===== src/rtl/single_cache_control_if.sv =====
// Signal bundle between the cache controller and its CPU/datapath/memory environment.
// slave = controller side, master = environment side.
interface single_cache_control_if #(
  parameter int s_way  = 2,
  parameter int s_mask = 32
);
  localparam int s_way_num = 2 ** s_way;
  localparam int s_plru    = s_way_num - 1;

  logic                 mem_read;
  logic                 mem_write;
  logic [s_mask-1:0]    mem_byte_en;
  logic                 mem_resp;
  logic                 pmem_read;
  logic                 pmem_write;
  logic                 pmem_resp;
  logic                 pmem_addr_sel;
  logic                 hit;
  logic                 valid_o;
  logic                 dirty_o;
  logic [s_way-1:0]     way_index;
  logic [s_plru-1:0]    plru_o;
  logic [s_way_num-1:0] data_we;
  logic [s_way_num-1:0] tag_we;
  logic [s_way_num-1:0] dirty_we;
  logic [s_way_num-1:0] valid_we;
  logic                 plru_we;
  logic [s_mask-1:0]    mask_val;
  logic                 data_in_sel;
  logic                 data_out_sel;
  logic                 valid_i;
  logic                 dirty_i;
  logic [s_plru-1:0]    plru_i;
  logic [s_way-1:0]     evict_index;

  modport slave (
    input  mem_read, mem_write, mem_byte_en, pmem_resp, hit, valid_o, dirty_o,
           way_index, plru_o,
    output mem_resp, pmem_read, pmem_write, pmem_addr_sel, data_we, tag_we,
           dirty_we, valid_we, plru_we, mask_val, data_in_sel, data_out_sel,
           valid_i, dirty_i, plru_i, evict_index
  );

  modport master (
    output mem_read, mem_write, mem_byte_en, pmem_resp, hit, valid_o, dirty_o,
           way_index, plru_o,
    input  mem_resp, pmem_read, pmem_write, pmem_addr_sel, data_we, tag_we,
           dirty_we, valid_we, plru_we, mask_val, data_in_sel, data_out_sel,
           valid_i, dirty_i, plru_i, evict_index
  );
endinterface


===== src/rtl/single_cache_control.sv =====
// Control FSM for one set-associative cache: hit handling, dirty writeback,
// line allocate/refill and tree-PLRU maintenance. Datapath strobes decode from state and inputs.
module single_cache_control #(
  parameter int s_way  = 2,
  parameter int s_mask = 32
) (
  input  logic                  clk,
  input  logic                  rst,
  single_cache_control_if.slave bus
);
  localparam int s_way_num = 2 ** s_way;
  localparam int s_plru    = s_way_num - 1;

  typedef enum logic [2:0] {
    IDLE,
    COMPARE,
    WRITEBACK,
    ALLOCATE,
    REFILL
  } state_e;

  state_e state_q, state_d;

  logic [s_way-1:0]     evict;
  logic [s_way_num-1:0] wayOh;
  logic [s_way_num-1:0] evictOh;
  logic                 realHit;

  // Every node on the accessed way's path is pointed at the sibling subtree.
  function automatic logic [s_plru-1:0] plruTouch(input logic [s_plru-1:0] cur,
                                                  input logic [s_way-1:0]  way);
    logic [s_plru-1:0] nxt;
    int                node;
    nxt  = cur;
    node = 0;
    for (int lvl = 0; lvl < s_way; lvl++) begin
      nxt[node] = ~way[s_way-1-lvl];
      node      = 2 * node + 1 + (way[s_way-1-lvl] ? 1 : 0);
    end
    return nxt;
  endfunction

  always_comb begin
    int node;
    evict = '0;
    node  = 0;
    for (int lvl = 0; lvl < s_way; lvl++) begin
      evict[s_way-1-lvl] = bus.plru_o[node];
      node               = 2 * node + 1 + (bus.plru_o[node] ? 1 : 0);
    end
  end

  assign bus.evict_index = evict;
  assign wayOh           = {{(s_way_num-1){1'b0}}, 1'b1} << bus.way_index;
  assign evictOh         = {{(s_way_num-1){1'b0}}, 1'b1} << evict;
  assign realHit         = bus.hit & bus.valid_o;

  always_comb begin
    state_d           = state_q;
    bus.mem_resp      = 1'b0;
    bus.pmem_read     = 1'b0;
    bus.pmem_write    = 1'b0;
    bus.pmem_addr_sel = 1'b0;
    bus.data_we       = '0;
    bus.tag_we        = '0;
    bus.dirty_we      = '0;
    bus.valid_we      = '0;
    bus.plru_we       = 1'b0;
    bus.mask_val      = '0;
    bus.data_in_sel   = 1'b0;
    bus.data_out_sel  = 1'b0;
    bus.valid_i       = 1'b0;
    bus.dirty_i       = 1'b0;
    bus.plru_i        = '0;
    unique case (state_q)
      IDLE: begin
        if (bus.mem_read | bus.mem_write) state_d = COMPARE;
      end
      COMPARE: begin
        if (realHit) begin
          bus.mem_resp = 1'b1;
          bus.plru_we  = 1'b1;
          bus.plru_i   = plruTouch(bus.plru_o, bus.way_index);
          // A simultaneous read+write request is serviced as a write.
          if (bus.mem_write) begin
            bus.data_we  = wayOh;
            bus.mask_val = bus.mem_byte_en;
            bus.dirty_we = wayOh;
            bus.dirty_i  = 1'b1;
          end
          state_d = IDLE;
        end else if (bus.mem_read | bus.mem_write) begin
          state_d = bus.dirty_o ? WRITEBACK : ALLOCATE;
        end else begin
          state_d = IDLE;
        end
      end
      WRITEBACK: begin
        bus.pmem_write    = 1'b1;
        bus.pmem_addr_sel = 1'b1;
        bus.data_out_sel  = 1'b1;
        if (bus.pmem_resp) state_d = ALLOCATE;
      end
      ALLOCATE: begin
        bus.pmem_read = 1'b1;
        if (bus.pmem_resp) begin
          bus.data_we     = evictOh;
          bus.mask_val    = '1;
          bus.data_in_sel = 1'b1;
          bus.tag_we      = evictOh;
          bus.valid_we    = evictOh;
          bus.valid_i     = 1'b1;
          bus.dirty_we    = evictOh;
          bus.dirty_i     = 1'b0;
          state_d         = REFILL;
        end
      end
      REFILL:  state_d = COMPARE;
      default: state_d = IDLE;
    endcase
  end

  always_ff @(posedge clk) begin
    if (rst) state_q <= IDLE;
    else     state_q <= state_d;
  end
endmodule


===== src/flat_wrapper.sv =====
// flat-port wrapper written by rule: the top's interface ports become plain ports
module single_cache_control_flat 
#(
  parameter int s_way  = 2,
  parameter int s_mask = 32
)
  (clk, rst, bus_mem_read, bus_mem_write, bus_mem_byte_en, bus_pmem_resp, bus_hit, bus_valid_o, bus_dirty_o, bus_way_index, bus_plru_o, bus_mem_resp, bus_pmem_read, bus_pmem_write, bus_pmem_addr_sel, bus_data_we, bus_tag_we, bus_dirty_we, bus_valid_we, bus_plru_we, bus_mask_val, bus_data_in_sel, bus_data_out_sel, bus_valid_i, bus_dirty_i, bus_plru_i, bus_evict_index);
  single_cache_control_if #(.s_way(s_way), .s_mask(s_mask)) bus_i ();
  input  logic clk;
  input  logic rst;
  input wire logic [$bits(bus_i.mem_read)-1:0] bus_mem_read;
  input wire logic [$bits(bus_i.mem_write)-1:0] bus_mem_write;
  input wire logic [$bits(bus_i.mem_byte_en)-1:0] bus_mem_byte_en;
  input wire logic [$bits(bus_i.pmem_resp)-1:0] bus_pmem_resp;
  input wire logic [$bits(bus_i.hit)-1:0] bus_hit;
  input wire logic [$bits(bus_i.valid_o)-1:0] bus_valid_o;
  input wire logic [$bits(bus_i.dirty_o)-1:0] bus_dirty_o;
  input wire logic [$bits(bus_i.way_index)-1:0] bus_way_index;
  input wire logic [$bits(bus_i.plru_o)-1:0] bus_plru_o;
  output wire logic [$bits(bus_i.mem_resp)-1:0] bus_mem_resp;
  output wire logic [$bits(bus_i.pmem_read)-1:0] bus_pmem_read;
  output wire logic [$bits(bus_i.pmem_write)-1:0] bus_pmem_write;
  output wire logic [$bits(bus_i.pmem_addr_sel)-1:0] bus_pmem_addr_sel;
  output wire logic [$bits(bus_i.data_we)-1:0] bus_data_we;
  output wire logic [$bits(bus_i.tag_we)-1:0] bus_tag_we;
  output wire logic [$bits(bus_i.dirty_we)-1:0] bus_dirty_we;
  output wire logic [$bits(bus_i.valid_we)-1:0] bus_valid_we;
  output wire logic [$bits(bus_i.plru_we)-1:0] bus_plru_we;
  output wire logic [$bits(bus_i.mask_val)-1:0] bus_mask_val;
  output wire logic [$bits(bus_i.data_in_sel)-1:0] bus_data_in_sel;
  output wire logic [$bits(bus_i.data_out_sel)-1:0] bus_data_out_sel;
  output wire logic [$bits(bus_i.valid_i)-1:0] bus_valid_i;
  output wire logic [$bits(bus_i.dirty_i)-1:0] bus_dirty_i;
  output wire logic [$bits(bus_i.plru_i)-1:0] bus_plru_i;
  output wire logic [$bits(bus_i.evict_index)-1:0] bus_evict_index;
  assign bus_i.mem_read = bus_mem_read;
  assign bus_i.mem_write = bus_mem_write;
  assign bus_i.mem_byte_en = bus_mem_byte_en;
  assign bus_i.pmem_resp = bus_pmem_resp;
  assign bus_i.hit = bus_hit;
  assign bus_i.valid_o = bus_valid_o;
  assign bus_i.dirty_o = bus_dirty_o;
  assign bus_i.way_index = bus_way_index;
  assign bus_i.plru_o = bus_plru_o;
  assign bus_mem_resp = bus_i.mem_resp;
  assign bus_pmem_read = bus_i.pmem_read;
  assign bus_pmem_write = bus_i.pmem_write;
  assign bus_pmem_addr_sel = bus_i.pmem_addr_sel;
  assign bus_data_we = bus_i.data_we;
  assign bus_tag_we = bus_i.tag_we;
  assign bus_dirty_we = bus_i.dirty_we;
  assign bus_valid_we = bus_i.valid_we;
  assign bus_plru_we = bus_i.plru_we;
  assign bus_mask_val = bus_i.mask_val;
  assign bus_data_in_sel = bus_i.data_in_sel;
  assign bus_data_out_sel = bus_i.data_out_sel;
  assign bus_valid_i = bus_i.valid_i;
  assign bus_dirty_i = bus_i.dirty_i;
  assign bus_plru_i = bus_i.plru_i;
  assign bus_evict_index = bus_i.evict_index;
  single_cache_control #(.s_way(s_way), .s_mask(s_mask)) u_core (.clk(clk), .rst(rst), .bus(bus_i));
endmodule

===== config.mk =====
export PLATFORM = sky130hd
export DESIGN_NAME = single_cache_control_flat
export DESIGN_NICKNAME = d
export VERILOG_FILES = /design/src/rtl/single_cache_control_if.sv /design/src/rtl/single_cache_control.sv /design/src/flat_wrapper.sv
export SDC_FILE = /design/constraint.sdc
export NUM_CORES = 1
export LEC_CHECK = 0
export ABC_AREA = 1
export ABC_CLOCK_PERIOD_IN_PS = 3760
export BUFFER_PORTS_ARGS = -buffer_cell sky130_fd_sc_hd__buf_2
export CORE_MARGIN = 2
export CORE_UTILIZATION = 33
export CTS_CLUSTER_DIAMETER = 80
export DETAILED_ROUTE_END_ITERATION = 10
export PLACE_DENSITY = 0.85
export RECOVER_POWER = 50
export SLEW_MARGIN = 10
export SYNTH_ARGS = -nofsm -noshare
export SYNTH_HDL_FRONTEND = slang
export SYNTH_SLANG_ARGS = --single-unit

===== constraint.sdc =====
create_clock -name clk -period 3.76 [get_ports clk]
set_clock_uncertainty 0.05 [all_clocks]
set_input_delay 0.752 -clock clk [delete_from_list [all_inputs] [get_ports clk]]
set_output_delay 0.752 -clock clk [all_outputs]
set_load 0.03 [all_outputs]

Word-level counts from Yosys, hierarchy flattened. Cells that the tools add are included.

Word-level logic and storage cells: 57. Output and inout port bits: 62. Bits in registers: 3.

$add $sub $neg: 2. Equality and inequality tests: 7. Magnitude comparators: 3. Reductions and logical operators: 3. Bitwise operators: 4. Shifts and indexed selects: 2. Muxes and demuxes: 35.

Operators with widths (number): $mux 32 (3); $add 2x32->32 const A (2); $lt 32x4->1 const B (2); $pmux 32 s2 (1); $ge 32x1->1 const B (1); $mux 3 (7); $mux 4 (4); $mux 1 (15); $pmux 3 s5 (1); $pmux 4 s2 (1); $shl 1x2->4 const A (2); $eq 3x2->1 const B (2); $ne 2x2->1 const B (2); $bwmux 3 (1); $eq 3x1->1 const B (1); $eq 3x3->1 const B (1); $logic_not 3->1 (1); $reduce_and 3->1 (1); $bmux 1 s2 (1); $demux 1 s2 (1); $ne 2x1->1 const B (1); $not 1->1 (2); $and 1x1->1 (1); $logic_and 1x1->1 (1); $or 1x1->1 (1).

Longest topological paths before layout.
Depth in word-level cells: 9. Gate-level depth with buffers: 8.

Least setup slack after synthesis. No wires, ideal clock.

Path type: flip-flop to output port. From: register u_core.state_q[1]. To: output bus_dirty_we[0]. Setup slack: 0.852 ns. Data required time: 2.958 ns. Arrival time: 2.106 ns. Cell stages (with the launch flop): 6. Cells stage by stage: dfxtp_1 inv_2 nor3_4 nand2_2 o31ai_1 buf_4.

Word-level cells in the longest chain between the ends: 2. Elaborated cells between the ends (all ways): 3. Classes of those cells: 2 x eq/ne; 1 x mux.

Ends and longest elaborated chain: start, declared (line single_cache_control.sv:22) `state_e state_q, state_d;`; start signal, assigned (line single_cache_control.sv:125) `else state_q <= state_d;`; $eq 3x2->1 or $eq 3x1->1 (tied branches); $pmux 4 s2 *; end, declared (line flat_wrapper.sv:26) `output wire logic [$bits(bus_i.dirty_we)-1:0] bus_dirty_we;`.

Every way passes the cells marked *; elsewhere a longest branch is shown, timed or not.

Final worst setup path.
From: register u_core.state_q[1]. To: output bus_data_we[0].

Word-level cells in the longest chain between the ends: 2. Elaborated cells between the ends (all ways): 3. Classes of those cells: 2 x eq/ne; 1 x mux.

Ends and longest elaborated chain: $eq 3x2->1 or $eq 3x1->1 (tied branches) (line single_cache_control.sv:75) `unique case (state_q)`; $pmux 4 s2 * (line single_cache_control.sv:75); end, declared (line flat_wrapper.sv:24) `output wire logic [$bits(bus_i.data_we)-1:0] bus_data_we;`.

Marks and branches as above.

==> metrics <==
status=finished clean; Design Power=~230 uW; Filler Cells Inserted=~250; Final Hold Vio Count=0; Final Routed Wirelength=~2500 um; Hold Crit Start=u_core.state_q[1]; XOR/XNOR Fraction of Synth Area=0; Vias=between 1000 and 1500; hold buffers post-CTS=0; Synth Area in Simple Gates=0.558; Gate Count Post-Synth=146; Antenna Nets Post-Route=0; Reg-to-Reg End=u_core.state_q[2]; post-synthesis mux area share=0; Post-Synth Adder-Cell Area=0; worst path required time=2960 ps; critical path endpoint category=output port; Vias/cell=between 4 and 5; CTS Buf Count=3; Synth-to-Final Area Change=52.8%; Reg clk slew, reported paths=around 40 ps; Max FO, Critical Path=42; Compound-Gate Fraction of Synth Area=0.0957; maximum clock rate=~350 MHz; CTS Buffer Depth=2; Hold Crit Class=flip-flop to flip-flop; largest net degree at the start of global routing=43; DRT Pass-1 Iters=4; max FFs per register=3; Synth Flop Type=dfxtp_1; CORE AREA=around 2200 sq um; Net Count, Synth=~190; Min Hold Slack=~490 ps; die area=2700 sq um; FF-to-FF Start=u_core.state_q[1]; synth warn=0; Fin Setup TNS=0 ps; sequential area share after synthesis=0.0792; die width=51.9 um; Crit Path Class=flip-flop to output port; Ports=roughly 110; Clock Sinks=3; vias in the first global route=896; setup violators final=0; Ant. Diodes=0; Final min period=about 2900 ps; H-tree levels=1; Iteration-0 DRC Markers=13; Hold EP=u_core.state_q[1]; worst vdd ir=just over 0.2 mV; dpl hpwl=2060 um; all-layer global routing usage=0.164; RSZ-0062 raised after global routing=false; port bufs=around 110; Synth cell types=22; Post-synth ARST share=0; kind of start point of the critical path=flip-flop; crit path DAT=between 2000 and 2500 ps; setup slack after layout=just under 900 ps; Reg with most FFs=u_core.state_q; pre-CTS setup slack=just over 1000 ps; R2R setup slack=2300 ps; commonest non-fill, non-tap cells in the layout=nand2_1, buf_2, clkbuf_1, nor2_1, inv_1; setup bufs post-CTS=0; Congestion Overflow GR=0; die height=between 50 and 60 um; Top Registers=u_core.state_q: 3 flops; Max-Cap Viols=0; Root Driver=clkbuf_4; fin crit share=0.764; Initial Util=0.346; largest family of logic cells by synthesized area=simple AND/OR/NAND/NOR gates; Worst Tran Pin Value=around 710 ps; CTS tree=yes; number of register bits inferred by synthesis=3; LEAKAGE=between 0.8 and 0.9 nW; initial antenna violation count=0; nets=~280; Rows=17; EDFF count, synth=0; Post-CTS Resized=0; GPL Wtd Cong=a little over 0.8; Rel. slew slack=0.525; hold-critical path depth=2; fraction of layout cells with a size suffix above 1=0.394; syn_area_per_cell=~5.2 sq um; first-pass GRT wire length=approximately 3500 um; Routed WL per cell=~9.6 um; PwrDens=201 nW/um^2; DRC=0; worst r2r path cells=4; clk_lat worst skew=around 230 ps; max-slew violation count=0; mapped cell area=758 sq um
[per-stage QoR]
stage               cells  cell area [sq um]  utilization
floorplan             146                758            -
global route          264               1160        0.529
detailed placement    260               1170        0.533
finish                264               1160        0.529
global placement      260               1170        0.533
CTS                   264               1190        0.545
[report_power, final]
| part | internal, mW | switching [mW] | leakage (nW) |
|---|---|---|---|
| sequential | 0.0349 | 0.00371 | 0.0246 |
| clock | 0.0398 | 0.0176 | 0.0150 |
| combinational | 0.0416 | 0.0949 | 0.796 |
| total | 0.116 | 0.116 | 0.836 |
[worst max path at each step]
stage                       from         endpoint  slack (ps)  cells after the start
6_report       u_core.state_q[1]   bus_data_we[0]         890                      5
3_5_place_dp       bus_pmem_resp   bus_data_we[0]        1010                      4
3_3_place_gp       bus_pmem_resp  bus_dirty_we[0]        1070                      4
2_1_floorplan  u_core.state_q[1]  bus_dirty_we[0]         850                      5
4_1_cts        u_core.state_q[1]   bus_data_we[0]         860                      5
5_1_grt        u_core.state_q[1]   bus_data_we[0]         670                      5
[worst max-delay path, cell delays in order, from the launching register on]
cell	delay, ps
dfxtp_1	390
inv_2	80
nor3_4	220
nand2_2	440
o31ai_1	440
buf_2	260
[routing by layer]
layer / global-route usage / vias to the layer above / routed length [um]
met5: 0 / - / 0
met1: 0.181 / 463 / 937
li1: - / 610 / -
met2: 0.319 / 59 / 1270
met4: 0.0395 / 0 / 12
met3: 0.0259 / 2 / 319
[cell usage after synthesis, types with 2 or more instances]
cell type | n | share of area
nand2_1 | 77 | 0.38
buf_4 | 13 | 0.13
nor2_1 | 11 | 0.054
inv_1 | 8 | 0.040
o21ai_0 | 5 | 0.033
buf_6 | 4 | 0.059
nand3_1 | 4 | 0.026
a21oi_1 | 3 | 0.020
dfxtp_1 | 3 | 0.079
inv_2 | 3 | 0.015
clkbuf_1 | 2 | 0.0099
nand2_2 | 2 | 0.016
o22ai_2 | 2 | 0.033
[cell families after synthesis]
logic type             count (synthesis)
AOI/OAI and AO/OA                     11
and+or+nand+nor                      100
buffers and inverters                 32
DFF                                    3
[final cells by class]
cell class	instances	area (sq um)	area share
sequential	3	60.1	0.0518
clock buffer	4	26.3	0.0227
timing repair buffer	106	494	0.427
inverter	12	47.5	0.0410
multi-input combinational	111	495	0.428
tap	28	35.0	0.0302
Note: power is estimated with default switching activity, not from simulation.
